==> config.mk <==
export PLATFORM = sky130hd
export DESIGN_NAME = wb_queue_flat
export DESIGN_NICKNAME = d
export VERILOG_FILES = /design/src/rtl/wb_queue_pkg.sv /design/src/rtl/wb_queue_if.sv /design/src/rtl/wb_queue_match.sv /design/src/rtl/wb_queue.sv /design/src/flat_wrapper.sv
export SDC_FILE = /design/constraint.sdc
export NUM_CORES = 1
export LEC_CHECK = 0
export ABC_CLOCK_PERIOD_IN_PS = 5600
export CAP_MARGIN = 40
export CORE_UTILIZATION = 45
export DETAILED_ROUTE_END_ITERATION = 7
export PLACE_DENSITY = 0.74
export SLEW_MARGIN = 0
export SYNTH_ARGS = -nofsm -noshare
export SYNTH_HDL_FRONTEND = slang
export SYNTH_SLANG_ARGS = --single-unit
==> constraint.sdc <==
create_clock -name clk -period 5.6 [get_ports clk]
set_input_delay 0.56 -clock clk [delete_from_list [all_inputs] [get_ports clk]]
set_output_delay 0.56 -clock clk [all_outputs]
set_load 0.03 [all_outputs]
==> src/rtl/wb_queue_pkg.sv <==
// Shared types for the write-back queue: register/data widths and the queued entry record.
package wb_queue_pkg;

  localparam int REG_IDX_W = 5;
  localparam int DATA_W    = 32;

  typedef struct packed {
    logic                 valid;
    logic [REG_IDX_W-1:0] reg_idx;
    logic [DATA_W-1:0]    data;
  } wb_entry_t;

endpackage

==> src/rtl/wb_queue_if.sv <==
// Bus bundle between the write-back queue, its producer and the register file.
interface wb_queue_if #(parameter int DEPTH = 4);
  import wb_queue_pkg::*;

  localparam int CNT_W = $clog2(DEPTH) + 1;

  logic                 in_valid;
  logic                 in_ready;
  logic [REG_IDX_W-1:0] in_reg;
  logic [DATA_W-1:0]    in_data;
  logic                 wr_stall;
  logic                 RegWrite;
  logic [REG_IDX_W-1:0] WriteRegister;
  logic [DATA_W-1:0]    WriteData;
  logic [REG_IDX_W-1:0] ReadRegister1;
  logic [REG_IDX_W-1:0] ReadRegister2;
  logic [DATA_W-1:0]    rf_rdata1;
  logic [DATA_W-1:0]    rf_rdata2;
  logic [DATA_W-1:0]    ReadData1;
  logic [DATA_W-1:0]    ReadData2;
  logic                 pending1;
  logic                 pending2;
  logic [CNT_W-1:0]     count;

  modport master (
    output in_valid, in_reg, in_data, wr_stall,
    output ReadRegister1, ReadRegister2, rf_rdata1, rf_rdata2,
    input  in_ready, RegWrite, WriteRegister, WriteData,
    input  ReadData1, ReadData2, pending1, pending2, count
  );

  modport slave (
    input  in_valid, in_reg, in_data, wr_stall,
    input  ReadRegister1, ReadRegister2, rf_rdata1, rf_rdata2,
    output in_ready, RegWrite, WriteRegister, WriteData,
    output ReadData1, ReadData2, pending1, pending2, count
  );

endinterface

==> src/rtl/wb_queue_match.sv <==
// wb_match: combinational search of the queue for the youngest valid entry matching one read index.
module wb_match
  import wb_queue_pkg::*;
#(
  parameter int DEPTH = 4
) (
  input  wb_entry_t                    entries [DEPTH],
  input  logic [$clog2(DEPTH)-1:0]     head,
  input  logic [REG_IDX_W-1:0]         rd,
  output logic                         hit,
  output logic [DATA_W-1:0]            data
);

  localparam int PTR_W = $clog2(DEPTH);

  // NOTE: every output gets a default before the loop so no latch is inferred;
  // walking oldest-to-youngest lets the last match win, i.e. the youngest entry.
  always_comb begin
    hit  = 1'b0;
    data = '0;
    for (int i = 0; i < DEPTH; i++) begin
      if (entries[head + PTR_W'(i)].valid && (rd != '0) &&
          (entries[head + PTR_W'(i)].reg_idx == rd)) begin
        hit  = 1'b1;
        data = entries[head + PTR_W'(i)].data;
      end
    end
  end

endmodule

==> src/rtl/wb_queue.sv <==
// Write-back queue: buffers register-file writes while the write port is stalled and keeps
// reads coherent. Define WB_QUEUE_BYPASS_EN to forward queued data onto ReadData1/2.
module wb_queue
  import wb_queue_pkg::*;
#(
  parameter int DEPTH = 4
) (
  input  logic       clk,
  input  logic       reset,
  wb_queue_if.slave  bus
);

  localparam int PTR_W = $clog2(DEPTH);
  localparam int CNT_W = $clog2(DEPTH) + 1;

  wb_entry_t          entries [DEPTH];
  logic [PTR_W-1:0]   head;
  logic [PTR_W-1:0]   tail;
  logic [CNT_W-1:0]   count;
  logic               not_empty;
  logic               enq;
  logic               deq;

  assign not_empty = (count != '0);
  // No pass-through when full: a same-cycle drain does not open a slot.
  assign bus.in_ready = (count < CNT_W'(DEPTH));
  assign enq = bus.in_valid && bus.in_ready && (bus.in_reg != '0);
  assign deq = not_empty && !bus.wr_stall;

  // NOTE: sequential state uses non-blocking assignments so every flop samples pre-edge values.
  // NOTE: only the valid bits are reset; payload fields are don't-care until written.
  always_ff @(posedge clk) begin
    if (reset) begin
      head  <= '0;
      tail  <= '0;
      count <= '0;
      for (int i = 0; i < DEPTH; i++) begin
        entries[i].valid <= 1'b0;
      end
    end else begin
      if (deq) begin
        entries[head].valid <= 1'b0;
        head                <= head + 1'b1;
      end
      if (enq) begin
        entries[tail] <= '{valid: 1'b1, reg_idx: bus.in_reg, data: bus.in_data};
        tail          <= tail + 1'b1;
      end
      count <= count + CNT_W'(enq) - CNT_W'(deq);
    end
  end

  assign bus.RegWrite      = deq;
  assign bus.WriteRegister = not_empty ? entries[head].reg_idx : '0;
  assign bus.WriteData     = not_empty ? entries[head].data    : '0;
  assign bus.count         = count;

  logic              hit1;
  logic              hit2;
  logic [DATA_W-1:0] mdata1;
  logic [DATA_W-1:0] mdata2;

  wb_match #(.DEPTH(DEPTH)) u_match1 (
    .entries (entries),
    .head    (head),
    .rd      (bus.ReadRegister1),
    .hit     (hit1),
    .data    (mdata1)
  );

  wb_match #(.DEPTH(DEPTH)) u_match2 (
    .entries (entries),
    .head    (head),
    .rd      (bus.ReadRegister2),
    .hit     (hit2),
    .data    (mdata2)
  );

  assign bus.pending1 = hit1;
  assign bus.pending2 = hit2;

`ifdef WB_QUEUE_BYPASS_EN
  assign bus.ReadData1 = (bus.ReadRegister1 == '0) ? '0 : (hit1 ? mdata1 : bus.rf_rdata1);
  assign bus.ReadData2 = (bus.ReadRegister2 == '0) ? '0 : (hit2 ? mdata2 : bus.rf_rdata2);
`else
  // Without forwarding the consumer relies on pending1/2 to stall.
  logic unused_bypass;
  assign unused_bypass = ^{mdata1, mdata2};
  assign bus.ReadData1 = (bus.ReadRegister1 == '0) ? '0 : bus.rf_rdata1;
  assign bus.ReadData2 = (bus.ReadRegister2 == '0) ? '0 : bus.rf_rdata2;
`endif

endmodule
==> src/flat_wrapper.sv <==
// flat-port wrapper written by rule: the top's interface ports become plain ports
module wb_queue_flat import wb_queue_pkg::*;
#(
  parameter int DEPTH = 4
)
  (clk, reset, bus_in_valid, bus_in_reg, bus_in_data, bus_wr_stall, bus_ReadRegister1, bus_ReadRegister2, bus_rf_rdata1, bus_rf_rdata2, bus_in_ready, bus_RegWrite, bus_WriteRegister, bus_WriteData, bus_ReadData1, bus_ReadData2, bus_pending1, bus_pending2, bus_count);
  wb_queue_if #(.DEPTH(DEPTH)) bus_i ();
  input  logic clk;
  input  logic reset;
  input wire logic [$bits(bus_i.in_valid)-1:0] bus_in_valid;
  input wire logic [$bits(bus_i.in_reg)-1:0] bus_in_reg;
  input wire logic [$bits(bus_i.in_data)-1:0] bus_in_data;
  input wire logic [$bits(bus_i.wr_stall)-1:0] bus_wr_stall;
  input wire logic [$bits(bus_i.ReadRegister1)-1:0] bus_ReadRegister1;
  input wire logic [$bits(bus_i.ReadRegister2)-1:0] bus_ReadRegister2;
  input wire logic [$bits(bus_i.rf_rdata1)-1:0] bus_rf_rdata1;
  input wire logic [$bits(bus_i.rf_rdata2)-1:0] bus_rf_rdata2;
  output wire logic [$bits(bus_i.in_ready)-1:0] bus_in_ready;
  output wire logic [$bits(bus_i.RegWrite)-1:0] bus_RegWrite;
  output wire logic [$bits(bus_i.WriteRegister)-1:0] bus_WriteRegister;
  output wire logic [$bits(bus_i.WriteData)-1:0] bus_WriteData;
  output wire logic [$bits(bus_i.ReadData1)-1:0] bus_ReadData1;
  output wire logic [$bits(bus_i.ReadData2)-1:0] bus_ReadData2;
  output wire logic [$bits(bus_i.pending1)-1:0] bus_pending1;
  output wire logic [$bits(bus_i.pending2)-1:0] bus_pending2;
  output wire logic [$bits(bus_i.count)-1:0] bus_count;
  assign bus_i.in_valid = bus_in_valid;
  assign bus_i.in_reg = bus_in_reg;
  assign bus_i.in_data = bus_in_data;
  assign bus_i.wr_stall = bus_wr_stall;
  assign bus_i.ReadRegister1 = bus_ReadRegister1;
  assign bus_i.ReadRegister2 = bus_ReadRegister2;
  assign bus_i.rf_rdata1 = bus_rf_rdata1;
  assign bus_i.rf_rdata2 = bus_rf_rdata2;
  assign bus_in_ready = bus_i.in_ready;
  assign bus_RegWrite = bus_i.RegWrite;
  assign bus_WriteRegister = bus_i.WriteRegister;
  assign bus_WriteData = bus_i.WriteData;
  assign bus_ReadData1 = bus_i.ReadData1;
  assign bus_ReadData2 = bus_i.ReadData2;
  assign bus_pending1 = bus_i.pending1;
  assign bus_pending2 = bus_i.pending2;
  assign bus_count = bus_i.count;
  wb_queue #(.DEPTH(DEPTH)) u_core (.clk(clk), .reset(reset), .bus(bus_i));
endmodule
==> qor.log <==
[grt] grt ovf 0
[synthesis] Net Count, Synth 823
[die] area of the placeable core 0.0189 mm^2
[pwr] Gate power share 42.6%
[placed_design] weighted congestion at the end of routability-driven global placement 0.864
[drt] routed length on met1 8840 um
[placed_design] number of port buffers 222
[run_status] result of the run finished clean
[drt] metal2 WL 11700 um
[synthesis] Syn Area/Cell 12.5 um^2
[worst_hold_path] hold crit path type reg -> reg
[finish] layout overhead on the synthesized area 34.9%
[clocking] number of gates resized after cts 0
[worst_hold_path] worst hold path startpoint u_core.entries[75]
[synthesis] post-synthesis mux area share 14.0%
[die] die extent in x 141 um
[pwr] leakage power 4.55 nW
[pwr] internal power component 0.00309 W
[synthesis] post-synthesis share of cell area spent on and, or, nand and nor gates 21.3%
[drt] final routed wirelength across all metal layers 23000 um
[setup_path] Crit Path Max Fanout 39
[grt] largest net degree at the start of global routing 119
[clocking] cts bufs inserted 17
[drt] routed length on met3 1830 um
[synthesis] synthesized instance count 697
[grt] number of global-route vias before repair 6215
[setup_path] cell breakdown of the critical path inv_1 -> ha_1 -> inv_2 -> mux2i_1 -> xor2_1 -> nand4_1 -> nor4_1 -> or4_1 -> clkdlybuf4s50_1
[clocking] clock root buffer sky130_fd_sc_hd__clkbuf_16
[placed_design] placed instance count 1126
[drt] top routing layer used met5
[setup_path] r2r endpoint u_core.bus.count[2]
[worst_hold_path] number of instances on the worst hold path 2
[setup_path] Crit. End Element primary output
[worst_hold_path] end point of the worst hold path u_core.entries[75]
[flow_run] max-cap viol count 0
[setup_path] R2R Path Start u_core.bus.count[1]
[sta] total of endpoints with negative setup slack in the final report 0
[synthesis] post-synthesis sequential area ratio 53.4%
[clocking] CTS H-tree lvls 4
[pwr] switching power summed over all nets 0.00169 W
[clocking] CTS Hold Bufs 0
[sta] max-slew violation count 0
[synthesis] netlist area before placement 0.00874 mm^2
[sta] time the final worst path needs with I/O delays and setup 4.42 ns
[drt] DR iter-0 viols 453
[pwr] switching share of total power 35.4%
[setup_path] slack of the worst reg-to-reg path 2.73 ns
[setup_path] required time reported for the critical path endpoint 5.04 ns
[finish] number of standard cells in the layout, taps in and fillers out 1158
[die] effective utilization at floorplan 46.3%
[clocking] Max Buffers Root-to-Sink 2
[sta] Final Hold Violating Endpoints 0
[setup_path] arrival time at the worst endpoint 3.86 ns
[grt] wire length of the first global-routing pass 35100 um
[drt] Via density 5.46
[setup_path] category of the worst setup path launch point register
[clocking] number of sinks handled by clock tree synthesis 159
[sta] unrepaired setup endpoints after global routing false
[clocking] Clock Pin Slew Worst Setup and Hold Paths 0.06 ns
[synthesis] Yosys warnings 0
[drt] ANT nets after route 0
[finish] share of post-route cells with drive strength above 1 11.9%
[finish] number of nets in the final layout 1011
[die] Vert. Die Dim 141 um
[drt] number of detailed-routing iterations run before antenna repair 5
[synthesis] post-synthesis async set-or-reset flop share 0%
[clocking] post-CTS setup buffers 0
[pwr] power per cell area 405 mW/mm^2
[synthesis] Synth Area in Compound Gates 1.49%
[finish] final core utilization 62.4%
[sta] slew margin rel. 40.3%
[synthesis] count of state elements after synthesis 159
[sta] upper clock frequency limit 0.226 GHz
[sta] Post-Route Setup TNS 0 ns
[setup_path] CP peak stage delay 0.75 ns
[setup_path] Worst Reg-to-Reg Cells 11
[drt] Post-route DRC 0
[synthesis] Post-synth EDFFs 148
[synthesis] primary flip-flop cell chosen by synthesis mapping sky130_fd_sc_hd__edfxtp_1
[synthesis] dominant combinational cell family by area after synthesis simple AND/OR/NAND/NOR gates
[die] area of the die 0.0200 mm^2
[clocking] CTS tree built
[pwr] Max VDD drop 0.252 mV
[placed_design] half-perimeter wire length after detailed placement 15000 um
[grt] antenna violations before repair 1
[drt] via count 6325
[pwr] Reg power frac 30.9%
[die] standard-cell rows 50
[synthesis] adder and majority cell fraction of the synthesized area 1.66%
[die] num ports 223
[synthesis] distinct cell type count after synthesis 40
[clocking] clk_lat worst skew 0.42 ns
[drt] routed wire length per instance 19.9 um
[finish] antenna diode instance count 0
[synthesis] fraction of synthesized cell area in xor and xnor cells 4.21%
[sta] share of the clock period used by the worst path after layout 78.9%
[setup_path] type of the worst setup path reg -> out
[sta] worst hold slack 0.540 ns
[setup_path] slowest CP cell sky130_fd_sc_hd__dfxtp_4
[sta] Final Skew 0.0137 ns
[pwr] clock network fraction of total power 26.5%
[sta] transition time at the pin with the least slew margin 0.895 ns
[grt] global-route usage over all layers 23.5%
[power by group through the flow]
stage / clock network (W) / logic, W / registers (W)
3_3_place_gp: 0 / 0.00203 / 0.00150
3_5_place_dp: 0 / 0.00203 / 0.00151
5_1_grt: 0.00133 / 0.00217 / 0.00149
4_1_cts: 0.00128 / 0.00204 / 0.00148
6_report: 0.00127 / 0.00203 / 0.00148
2_1_floorplan: 0 / 0.00138 / 0.00146
[synth_stat cells, types with 2 or more instances]
cell type,instances,area (um^2)
sky130_fd_sc_hd__and3_1,148,926
sky130_fd_sc_hd__o21ai_0,8,40.0
sky130_fd_sc_hd__buf_2,15,75.1
sky130_fd_sc_hd__inv_1,8,30.0
sky130_fd_sc_hd__mux4_2,34,766
sky130_fd_sc_hd__nand4_1,5,31.3
sky130_fd_sc_hd__mux2_4,2,30.0
sky130_fd_sc_hd__clkbuf_1,48,180
sky130_fd_sc_hd__nor2b_1,102,638
sky130_fd_sc_hd__xnor2_1,18,158
sky130_fd_sc_hd__nor2_2,2,12.5
sky130_fd_sc_hd__mux2i_1,26,260
sky130_fd_sc_hd__nor4_1,5,31.3
sky130_fd_sc_hd__nor4b_1,2,17.5
sky130_fd_sc_hd__nand2_1,14,52.6
sky130_fd_sc_hd__and2_1,4,25.0
sky130_fd_sc_hd__dfxtp_1,11,220
sky130_fd_sc_hd__ha_1,10,125
sky130_fd_sc_hd__nor3_1,4,20.0
sky130_fd_sc_hd__or4_1,3,22.5
sky130_fd_sc_hd__edfxtp_1,148,4440
sky130_fd_sc_hd__mux2_2,12,135
sky130_fd_sc_hd__a21oi_1,11,55.1
sky130_fd_sc_hd__inv_2,2,7.51
sky130_fd_sc_hd__nor2_1,17,63.8
sky130_fd_sc_hd__xor2_1,24,210
[critical path, delay by kind of cell, from the launching register on]
kind	cells	cell delay [ns]
XOR/XNOR	1	0.13
flip-flops	1	0.75
multiplexers	1	0.31
buffers and inverters	3	1.00
AND/OR/NAND/NOR	3	0.74
adder cells (fa/ha/maj)	1	0.50
[metal layers]
layer / global-route usage, % / vias to the layer above
li1: - / 2939
met1: 27.7 / 3054
met2: 41.8 / 298
met3: 5.47 / 32
met4: 9.11 / 2
met5: 0 / -
[cells by family (layout without fill, tap and decap cells)]
family	after synthesis	after routing
xor gates and xnor gates	42	42
adders and majority gates	11	11
and+or+nand+nor	309	309
muxes	76	76
DFF	159	159
buffers and inverters	77	278
AOI/OAI and AO/OA	23	23
[worst max-delay path by stage]
stage | startpoint | to | cells after the start
2_1_floorplan | u_core.head[0] | bus_pending1 | 13
3_3_place_gp | u_core.head[0] | bus_pending2 | 9
3_5_place_dp | u_core.head[0] | bus_pending1 | 9
4_1_cts | u_core.head[0] | bus_pending1 | 9
5_1_grt | u_core.head[0] | bus_pending1 | 9
6_report | u_core.head[0] | bus_pending1 | 9
[layout make-up]
| cell class | instances | area [um^2] |
|---|---|---|
| well taps | 260 | 325 |
| fillers | 1502 | 7100 |
| flip-flops and latches | 159 | 4670 |
| clock buffers | 19 | 443 |
| repair buffers | 236 | 2330 |
| multi-input cells | 461 | 3780 |
| inverters | 10 | 37.5 |
| clock inverters | 13 | 209 |
[cells in the final DEF (no fill, tap or decap), types with 11 or more instances in the layout]
cell type                         instances
sky130_fd_sc_hd__nor2b_1                 98
sky130_fd_sc_hd__mux4_2                  34
sky130_fd_sc_hd__a21oi_1                 11
sky130_fd_sc_hd__clkdlybuf4s50_1        222
sky130_fd_sc_hd__edfxtp_1               148
sky130_fd_sc_hd__nor2_1                  17
sky130_fd_sc_hd__clkbuf_16               17
sky130_fd_sc_hd__xnor2_1                 18
sky130_fd_sc_hd__mux2_2                  12
sky130_fd_sc_hd__buf_4                   14
sky130_fd_sc_hd__mux2i_1                 26
sky130_fd_sc_hd__and3_1                 148
sky130_fd_sc_hd__xor2_1                  24
sky130_fd_sc_hd__nand2_1                 14
[flip-flops by register name (all words and copies together) (netlist names)]
register          cells
u_core.entries      152
u_core.bus.count      3
u_core.head           2
u_core.tail           2
[through the flow]
| step | instance area (um^2) | power, W | worst slack [ns] |
|---|---|---|---|
| 2_1_floorplan | 8740 | 0.00284 | 1.98 |
| 3_3_place_gp | 11100 | 0.00353 | 1.68 |
| 3_5_place_dp | 11100 | 0.00353 | 1.64 |
| 4_1_cts | 11800 | 0.00480 | 1.18 |
| 5_1_grt | 11800 | 0.00499 | 0.944 |
| 6_report | 11800 | 0.00478 | 1.18 |
No activity file was read; power rests on OpenSTA's default activity.
